## src/rtl/mem_sequencer.sv

```systemverilog
// PDP-8 memory access sequencer. It latches CPU requests, forms field-extended
// addresses, performs auto-index read-modify-write, and holds the IF/DF/IB field registers.
module mem_sequencer #(
   parameter int AWIDTH = 15
) (
   input  logic              clk,
   input  logic              rst_n,
   input  logic              req,
   input  logic              we,
   input  logic              dsel,
   input  logic              autoinc_en,
   input  logic [11:0]       addr,
   input  logic [11:0]       wdata,
   output logic              ack,
   output logic [11:0]       rdata,
   output logic              busy,
   input  logic [2:0]        field_in,
   input  logic              if_load,
   input  logic              df_load,
   input  logic              ib_load,
   input  logic              ib_xfer,
   output logic [2:0]        if_q,
   output logic [2:0]        df_q,
   output logic [2:0]        ib_q,
   output logic [AWIDTH-1:0] mem_raddr,
   output logic [AWIDTH-1:0] mem_waddr,
   output logic              mem_wren,
   output logic [11:0]       mem_wdata,
   input  logic [11:0]       mem_rdata
);

   typedef enum logic [1:0] {IDLE, WR, RD, RDDONE} state_t;

   state_t            state;
   logic [AWIDTH-1:0] ea;
   logic [11:0]       wd;
   logic              ai;
   logic [14:0]       ea_full;
   logic [11:0]       rd_inc;

   // With AWIDTH < 15 the upper field bits fall away and the address wraps.
   assign ea_full = {dsel ? df_q : if_q, addr};
   assign rd_inc  = mem_rdata + 12'd1;

   // NOTE: sequential state uses non-blocking assignments so every register
   // samples pre-edge values, whatever order the statements are written in.
   always_ff @(posedge clk or negedge rst_n) begin
      if (!rst_n) begin
         state <= IDLE;
         ea    <= '0;
         wd    <= '0;
         ai    <= 1'b0;
      end else begin
         case (state)
            IDLE: begin
               if (req) begin
                  ea    <= ea_full[AWIDTH-1:0];
                  wd    <= wdata;
                  ai    <= autoinc_en & ~we & (addr[11:3] == 9'o001);
                  state <= we ? WR : RD;
               end
            end
            WR:      state <= IDLE;
            RD:      state <= RDDONE;
            RDDONE:  state <= IDLE;
            default: state <= IDLE;
         endcase
      end
   end

   // Field registers run independently of the sequencer; IF load outranks IB transfer.
   always_ff @(posedge clk or negedge rst_n) begin
      if (!rst_n) begin
         if_q <= '0;
         df_q <= '0;
         ib_q <= '0;
      end else begin
         if (if_load)      if_q <= field_in;
         else if (ib_xfer) if_q <= ib_q;
         if (df_load)      df_q <= field_in;
         if (ib_load)      ib_q <= field_in;
      end
   end

   // Outputs decode from state and latched registers only, never from req,
   // so an asynchronous reset drops mem_wren and ack immediately.
   assign busy      = (state != IDLE);
   assign ack       = (state == WR) || (state == RDDONE);
   assign mem_wren  = (state == WR) || ((state == RDDONE) && ai);
   assign mem_raddr = ea;
   assign mem_waddr = ea;
   assign mem_wdata = ((state == RDDONE) && ai) ? rd_inc : wd;

   always_comb begin
      rdata = '0;
      if (state == RDDONE) rdata = ai ? rd_inc : mem_rdata;
   end

endmodule

```

## config.mk

```make
export PLATFORM = sky130hd
export DESIGN_NAME = mem_sequencer
export DESIGN_NICKNAME = d
export VERILOG_FILES = /design/src/rtl/mem_sequencer.sv
export SDC_FILE = /design/constraint.sdc
export NUM_CORES = 1
export LEC_CHECK = 0
export CORE_MARGIN = 3
export CORE_UTILIZATION = 43
export DETAILED_ROUTE_END_ITERATION = 7
export GPL_ROUTABILITY_DRIVEN = 0
export PLACE_DENSITY = 0.86
export SETUP_SLACK_MARGIN = 0.02
export SYNTH_ARGS = -nofsm -noshare
export SYNTH_HDL_FRONTEND = slang
export SYNTH_SLANG_ARGS = --single-unit
```

## constraint.sdc

```tcl
create_clock -name clk -period 2.75 [get_ports clk]
set_clock_uncertainty 0.05 [all_clocks]
set_input_delay 0.55 -clock clk [delete_from_list [all_inputs] [get_ports clk]]
set_output_delay 0.55 -clock clk [all_outputs]
set_load 0.01 [all_outputs]
```

==> key figures, run 1 <==
Run status
  – Outcome: complete, no violations

Placed design
  – Number of I/O port buffers: 114
  – Placed Cells: 391
  – Place WS: -0.5105 ns
  – Hpwl dp: 4451 microns
  – Cell Area, Placed: approximately 0.0034 sq mm

Global route
  – Gr ovfl total: 0
  – GR peak layer: met2
  – Overall Global Routing Usage: 20.80%
  – Met3 usage: 7.077%
  – Largest net degree at the start of global routing: 40
  – Initial antenna violation count: 0
  – First-pass GRT wire length: 10180 microns
  – Vias in the first global route: 2185
  – Met1 global-route usage: between 20% and 30%
  – Met2 usage: a little over a third

Synth
  – Mapped cell area: 0.002212 sq mm
  – Async SR Flop Fraction: 100.0%
  – Top cells by count, synth: dfrtp_1 (39), mux2_1 (22), nand2_1 (20), buf_4 (17), nor2_1 (17)
  – Most frequent cell after synthesis: dfrtp_1
  – Post-synthesis adder-cell area fraction: 0.5656%
  – Complex-gate fraction of the synthesized area: 5.769%
  – Sequential area share after synthesis: 44.12%
  – Top cell type's share of synthesized area: approximately 44%
  – Syn nets: ~260
  – Mapped Cells: roughly 210
  – EDFF count, synth: 0
  – Seq cells post-synth: 39
  – Syn avg cell area: 10.34 sq um
  – Synth Area in XOR/XNOR: between 7 and 8%
  – Largest family of logic cells by synthesized area: multiplexers
  – Synth area leader: dfrtp_1
  – Post-synthesis simple-gate area fraction: about 14%
  – Unique masters post-synth: 29
  – YS warnings: 0
  – Synth area leaders: dfrtp_1 (44%), mux2_1 (11%), buf_4 (5.8%)
  – Mux cell area share after synthesis: 18.95%
  – Top_reg_cell synth: dfrtp_1

Worst setup path
  – CP required: around 2.2 ns
  – Critical path capture point: mem_wdata[3]
  – CP peak stage delay: 0.59 ns
  – CP Launch Type: input pin
  – Worst Setup Path Type: input pin to output pin
  – R2R setup slack: 0.96 ns
  – Critical path depth: 6
  – Reg2Reg Depth: 4
  – Endpoint class of the critical path: output pin
  – CP top delay family: buffers and inverters
  – CP max stage cell: clkdlybuf4s50_1
  – CP bufs+invs: 3
  – FF-to-FF Start: state[1]$_DFFE_PN0P_
  – Worst EP arrival: 2.08 ns
  – Worst Path Max Fanout: 4
  – Setup crit start: mem_rdata[2]
  – Reg2reg end: mem_raddr[6]$_DFFE_PN0P_
  – Critical-path cell list: dlygate4sd2_1, buf_4, nand3_1, xor2_1, o21ai_0, clkdlybuf4s50_1

Layout
  – Nets@finish: roughly 390
  – Non-Filler Instances: 405
  – Design Area, Final: 0.003600 sq mm
  – Fillers: roughly 340
  – Share of layout cells above drive strength 1: 17.75%
  – N_diodes: 0
  – Layout area overhead: 62.73%

Power
  – Power per Cell Area: 830.0 mW/mm^2
  – P_leak: between 1.5 and 2 nW
  – Final Power: 2.988 mW
  – Worst vdd ir: between 0.6 and 0.7 mV

Detailed routing
  – Via count: 2002
  – Routed wire length: approximately 5900 microns
  – Via density: 4.943
  – # DRC: 0
  – DR WL/cell: roughly 15 microns
  – Post-route ant nets: 0
  – DR iter-0 viols: 41
  – First-pass DRT Iterations: 4

STA
  – Post-layout minimum cycle time: 2.677 ns
  – Post-route worst setup slack: 0.07262 ns
  – FMAX: 373.5 MHz
  – Final hold vios: 0
  – Hold WS: between 0.3 and 0.4 ns
  – Worst-Margin Slew: 0.8413 ns
  – Setup violators final: 0
  – Fin crit share: between 90% and 100%
  – RSZ-0062 raised after global routing: false
  – Max-slew violations: 0
  – Relative slew margins: 43.91%

Clock tree
  – Root Driver: clkbuf_8
  – Clock buffer depth: 2
  – Total CTS buffers: 5
  – Reg clk slew, reported paths: 0.08 ns
  – Skew-Pair Late Insertion Delay: 0.29 ns
  – CTS tree: built
  – Clock sink total: 39
  – H-tree levels: 2

Floorplanning
  – I/O pin count: 115
  – Die footprint: 0.006041 sq mm
  – Initial Utilization: 45.63%
  – Die width: 77.73 microns
  – Core ar.: 0.004848 sq mm
  – FP Rows: 25
  – Die span in y: approximately 80 microns

Hold path
  – Worst hold path type: input pin to async pin

Run
  – Maxcap violations: 0
## flip-flops by register name, summed over array words and instances, names as in the netlist
name	count
mem_raddr	15
wd	12
df_q	3
ib_q	3
if_q	3
state	2
ai	1
## how the worst min path moves through the flow
| stage | depth (start not counted) | slack, ns | endpoint |
|---|---|---|---|
| after floorplan | 0 | 0.20 | ai$_DFFE_PN0P_ |
| after global placement | 1 | 0.42 | wd[9]$_DFFE_PN0P_ |
| after detailed placement | 1 | 0.43 | wd[9]$_DFFE_PN0P_ |
| after CTS | 1 | 0.33 | mem_raddr[10]$_DFFE_PN0P_ |
| after global routing | 1 | 0.37 | mem_raddr[13]$_DFFE_PN0P_ |
| final | 1 | 0.32 | mem_raddr[13]$_DFFE_PN0P_ |
## layout by cell type (no fill, tap or decap), drive strengths merged
cell type and n:
mux2i 7, buf 32, dfrtp 39, nor4b 2, or3 2, and3 2
clkdlybuf4s50 89, dlygate4sd2 15, nand2 20, and4 2, nand4 6, a21oi 7
clkinv 2, nand3 7, clkdlybuf4s15 2, nor3 3, mux2 31, bufinv 1
nor2 18, dlymetal6s2s 3, xnor2 6, or2 1, clkbuf 6, inv 3
xor2 13, ha 1, o21ai 17, a21boi 1
## metrics by stage
stage	setup TNS, ns	utilization [%]
2_1_floorplan	0	-
3_3_place_gp	-4.869	70.71
3_5_place_dp	-5.449	70.71
4_1_cts	0	74.01
5_1_grt	0	74.25
6_report	0	74.25
## cell families (layout without fill, tap and decap cells)
logic type	after synthesis	in the layout
and+or+nand+nor	63	63
buffers and inverters	29	153
DFF	39	39
muxes	38	38
AOI/OAI and AO/OA	25	25
xor gates and xnor gates	19	19
adders and majority gates	1	1
## metal layers
| layer | vias up | routed length (microns) |
|---|---|---|
| met5 | - | 0 |
| met4 | 0 | 58 |
| met3 | 6 | 555 |
| met2 | 86 | 2899 |
| met1 | 947 | 2402 |
| li1 | 963 | - |
## power breakdown
part | switching (mW) | total [mW] | leakage (nW) | internal (mW)
clock network | 0.197 | 0.467 | 0.0581 | 0.270
registers | 0.174 | 0.981 | 0.459 | 0.807
logic | 0.626 | 1.54 | 1.04 | 0.914
total | 0.996 | 2.99 | 1.56 | 1.99
## final cells by class
cell class                      count  area, sq um  area share [%]
Clock inverter                      3        43.79           1.217
Inverter                            3        11.26          0.3128
Multi-Input combinational cell    146         1087           30.21
Clock buffer                        5        68.82           1.912
Sequential cell                    39        975.9           27.11
Tap cell                           67        83.83           2.329
Timing Repair Buffer              142         1329           36.91
## worst reg2reg max path, stage by stage (launching register included)
cell     delay, ns
dfrtp_1       0.44
or2_4         0.29
nor2_4        0.34
buf_12        0.22
mux2_1        0.34
## what timing repair did
item | CTS | global route
resized for setup | 40 | 7
buffers inserted | 5 | 1
setup endpoints to repair | 20 | 5
hold buffers | 0 | 0
pin swaps | 4 | 1
Power figures use the tool's default switching activity.
==> run 2: changes to the inputs <==
--- a/config.mk
+++ b/config.mk
@@ -6,11 +6,13 @@
 export NUM_CORES = 1
 export LEC_CHECK = 0
 export CORE_MARGIN = 3
-export CORE_UTILIZATION = 43
+export CORE_UTILIZATION = 44
+export CTS_BUF_LIST = sky130_fd_sc_hd__clkbuf_4 sky130_fd_sc_hd__clkbuf_8
 export DETAILED_ROUTE_END_ITERATION = 7
 export GPL_ROUTABILITY_DRIVEN = 0
-export PLACE_DENSITY = 0.86
+export PLACE_DENSITY = 0.88
 export SETUP_SLACK_MARGIN = 0.02
+export SLEW_MARGIN = 20
 export SYNTH_ARGS = -nofsm -noshare
 export SYNTH_HDL_FRONTEND = slang
 export SYNTH_SLANG_ARGS = --single-unit
==> key figures, run 2 (synthesized netlist as in run 1, its figures left out) <==
Run status
  – Outcome: complete, no violations

STA
  – Final hold vios: 0 (unchanged)
  – Post-route worst setup slack: 0.1020 ns (+0.02934 ns)
  – Hold WS: 0.3156 ns (-0.001738 ns)
  – Fin crit share: 96.29% (-1.1 points)
  – Max-slew violations: 0 (unchanged)
  – Post-layout minimum cycle time: 2.648 ns (-0.02934 ns)
  – RSZ-0062 raised after global routing: false
  – Worst-Margin Slew: 0.8421 ns (+0.0008318 ns)
  – Fin Setup TNS: 0 ns (unchanged)
  – Relative slew margins: 43.86% (-0.055 points)
  – FMAX: 377.6 MHz (+1.1%)
  – Setup violators final: 0 (unchanged)

Layout
  – N_diodes: 0 (unchanged)
  – Non-Filler Instances: 397 (-2.0%)
  – Commonest non-fill, non-tap cell in the layout: clkdlybuf4s50_1
  – Layout area overhead: 59.50%
  – Share of layout cells above drive strength 1: 14.55% (-3.2 points)
  – Fin util: 73.73% (-0.52 points)
  – Fillers: 336 (-2.3%)
  – Most frequent cells in the layout: clkdlybuf4s50_1 (93), dfrtp_1 (39), mux2_1 (22), nand2_1 (20), buf_4 (19)
  – Nets@finish: 379 (-2.1%)
  – Max reg flops: 15 (unchanged)

Detailed routing
  – # DRC: 0 (unchanged)
  – Via count: 1936 (-3.3%)
  – Routed wire length: 5835 microns (-1.4%)
  – Via density: 4.877 (-1.3%)
  – Post-route ant nets: 0 (unchanged)
  – DR iter-0 viols: 53 (+29%)
  – DR WL/cell: 14.70 microns (+0.64%)
  – First-pass DRT Iterations: 4 (unchanged)

Worst setup path
  – Reg2reg end: mem_raddr[6]$_DFFE_PN0P_
  – R2R setup slack: 0.94 ns (-0.02 ns)
  – CP max stage cell: clkdlybuf4s50_1
  – FF-to-FF Start: state[0]$_DFFE_PN0P_
  – Endpoint class of the critical path: output pin
  – CP required: 2.15 ns (about the same)
  – Worst Setup Path Type: input pin to output pin
  – Worst EP arrival: 2.05 ns (-0.03 ns)
  – Critical-path cell list: dlygate4sd2_1, nand3_2, xor2_1, o21ai_0, clkdlybuf4s50_1
  – CP Launch Type: input pin
  – Reg2Reg Depth: 4 (unchanged)
  – Worst Path Max Fanout: 7 (+3)
  – CP peak stage delay: 0.56 ns (-0.03 ns)

Clock tree
  – Total CTS buffers: 5 (unchanged)
  – Reg clk slew, reported paths: 0.08 ns (about the same)
  – Hold-fix buffer count after cts: 0 (unchanged)
  – H-tree levels: 2 (unchanged)
  – Root Driver: clkbuf_8
  – Clock sink total: 39 (unchanged)
  – Clock buffer depth: 2 (unchanged)
  – Skew-Pair Late Insertion Delay: 0.29 ns (about the same)
  – CTS tree: built

Floorplanning
  – Die width: 76.91 microns (-1.1%)
  – I/O pin count: 115 (unchanged)
  – Die span in y: 76.91 microns (-1.1%)
  – Die footprint: 0.005914 sq mm (-2.1%)
  – Core ar.: 0.004786 sq mm (-1.3%)
  – Initial Utilization: 46.22% (+0.60 points)
  – FP Rows: 25 (unchanged)

Power
  – Power per Cell Area: 830.4 mW/mm^2 (about the same)
  – P_leak: 1.498 nW (-3.7%)
  – Sequential power share: 33.6% (+0.8 points)
  – Worst vdd ir: 0.6569 mV (+1.0%)
  – Switching power: 0.9938 mW (-0.22%)
  – Comb power frac: 52.4% (+0.9 points)
  – Int Pwr: 1.936 mW (-2.8%)
  – Switch share: 33.92% (+0.58 points)
  – Clock power share: 14.0% (-1.6 points)

Global route
  – Met1 global-route usage: 23.19% (-1.9 points)
  – Largest net degree at the start of global routing: 40 (unchanged)
  – First-pass GRT wire length: 9618 microns (-5.6%)
  – Gr ovfl total: 0 (unchanged)
  – Met3 usage: 7.277% (+0.20 points)
  – Initial antenna violation count: 0 (unchanged)
  – Overall Global Routing Usage: 20.10% (-0.70 points)
  – Met2 usage: 35.10% (+0.087 points)
  – Vias in the first global route: 2078 (-4.9%)
  – GR peak layer: met2

Hold path
  – Worst hold path type: input pin to async pin

Placed design
  – Number of I/O port buffers: 114 (unchanged)
  – Hpwl dp: 4516 microns (+1.5%)
  – Place WS: -0.4666 ns (+0.04390 ns)
  – Placed Cells: 387 (-1.0%)

Run
  – Maxcap violations: 0 (unchanged)
[run 2: cell types whose count changed in the layout (fill, tap and decap cells not counted), sizes merged]
cell | before | now
clkinv | 2 | 1
clkdlybuf4s50 | 89 | 93
clkbuf | 6 | 7
buf | 32 | 22
dlymetal6s2s | 3 | 2
bufinv | 1 | 0
[run 2: final cells by class]
class,count,area [sq um],area share (%)
Inverter,3,11.26,0.3191
Tap cell,67,83.83,2.376
Clock buffer,7,90.09,2.553
Sequential cell,39,975.9,27.66
Timing Repair Buffer,134,1281,36.31
Multi-Input combinational cell,146,1077,30.53
Clock inverter,1,8.758,0.2482
[run 2: worst max-delay path by stage]
| stage | start | endpoint |
|---|---|---|
| final | mem_rdata[2] | mem_wdata[4] |
| after global routing | mem_rdata[6] | rdata[10] |
| after CTS | mem_rdata[1] | rdata[4] |
| after detailed placement | mem_rdata[0] | rdata[8] |
| after global placement | mem_rdata[0] | rdata[8] |
| after floorplan | mem_rdata[0] | rdata[6] |
[run 2: power by group through the flow]
stage	combinational, mW	clock, mW	sequential, mW
2_1_floorplan	0.749	0	1.01
3_3_place_gp	1.57	0	0.977
3_5_place_dp	1.60	0	0.990
4_1_cts	1.56	0.418	0.986
5_1_grt	1.65	0.442	1.02
6_report	1.54	0.409	0.985
[run 2: critical path: cells and delay by family]
| family | cells | cell delay (ns) |
|---|---|---|
| simple gates | 1 | 0.18 |
| buf+inv | 2 | 0.98 |
| xor+xnor | 1 | 0.19 |
| compound gates | 1 | 0.14 |
[run 2: routing by layer]
layer  vias up  wire length (microns)  part of all wire, %
met1       897                   2364                   41
met2        83                   2889                   50
met4         0                     42                 0.72
li1        951                      -                    -
met3         5                    538                  9.2
met5         -                      0                    0
[run 2: through the flow]
| stage | power [mW] | area [sq um] |
|---|---|---|
| 2_1_floorplan | 1.754 | 2212 |
| 3_3_place_gp | 2.543 | 3398 |
| 3_5_place_dp | 2.587 | 3398 |
| 4_1_cts | 2.963 | 3522 |
| 5_1_grt | 3.106 | 3528 |
| 6_report | 2.930 | 3528 |
[run 2: timing repair]
action | in CTS | in global routing
setup buffers | 2 | 0
pin swaps | 2 | 1
setup endpoints to repair | 19 | 4
resized for setup | 30 | 4
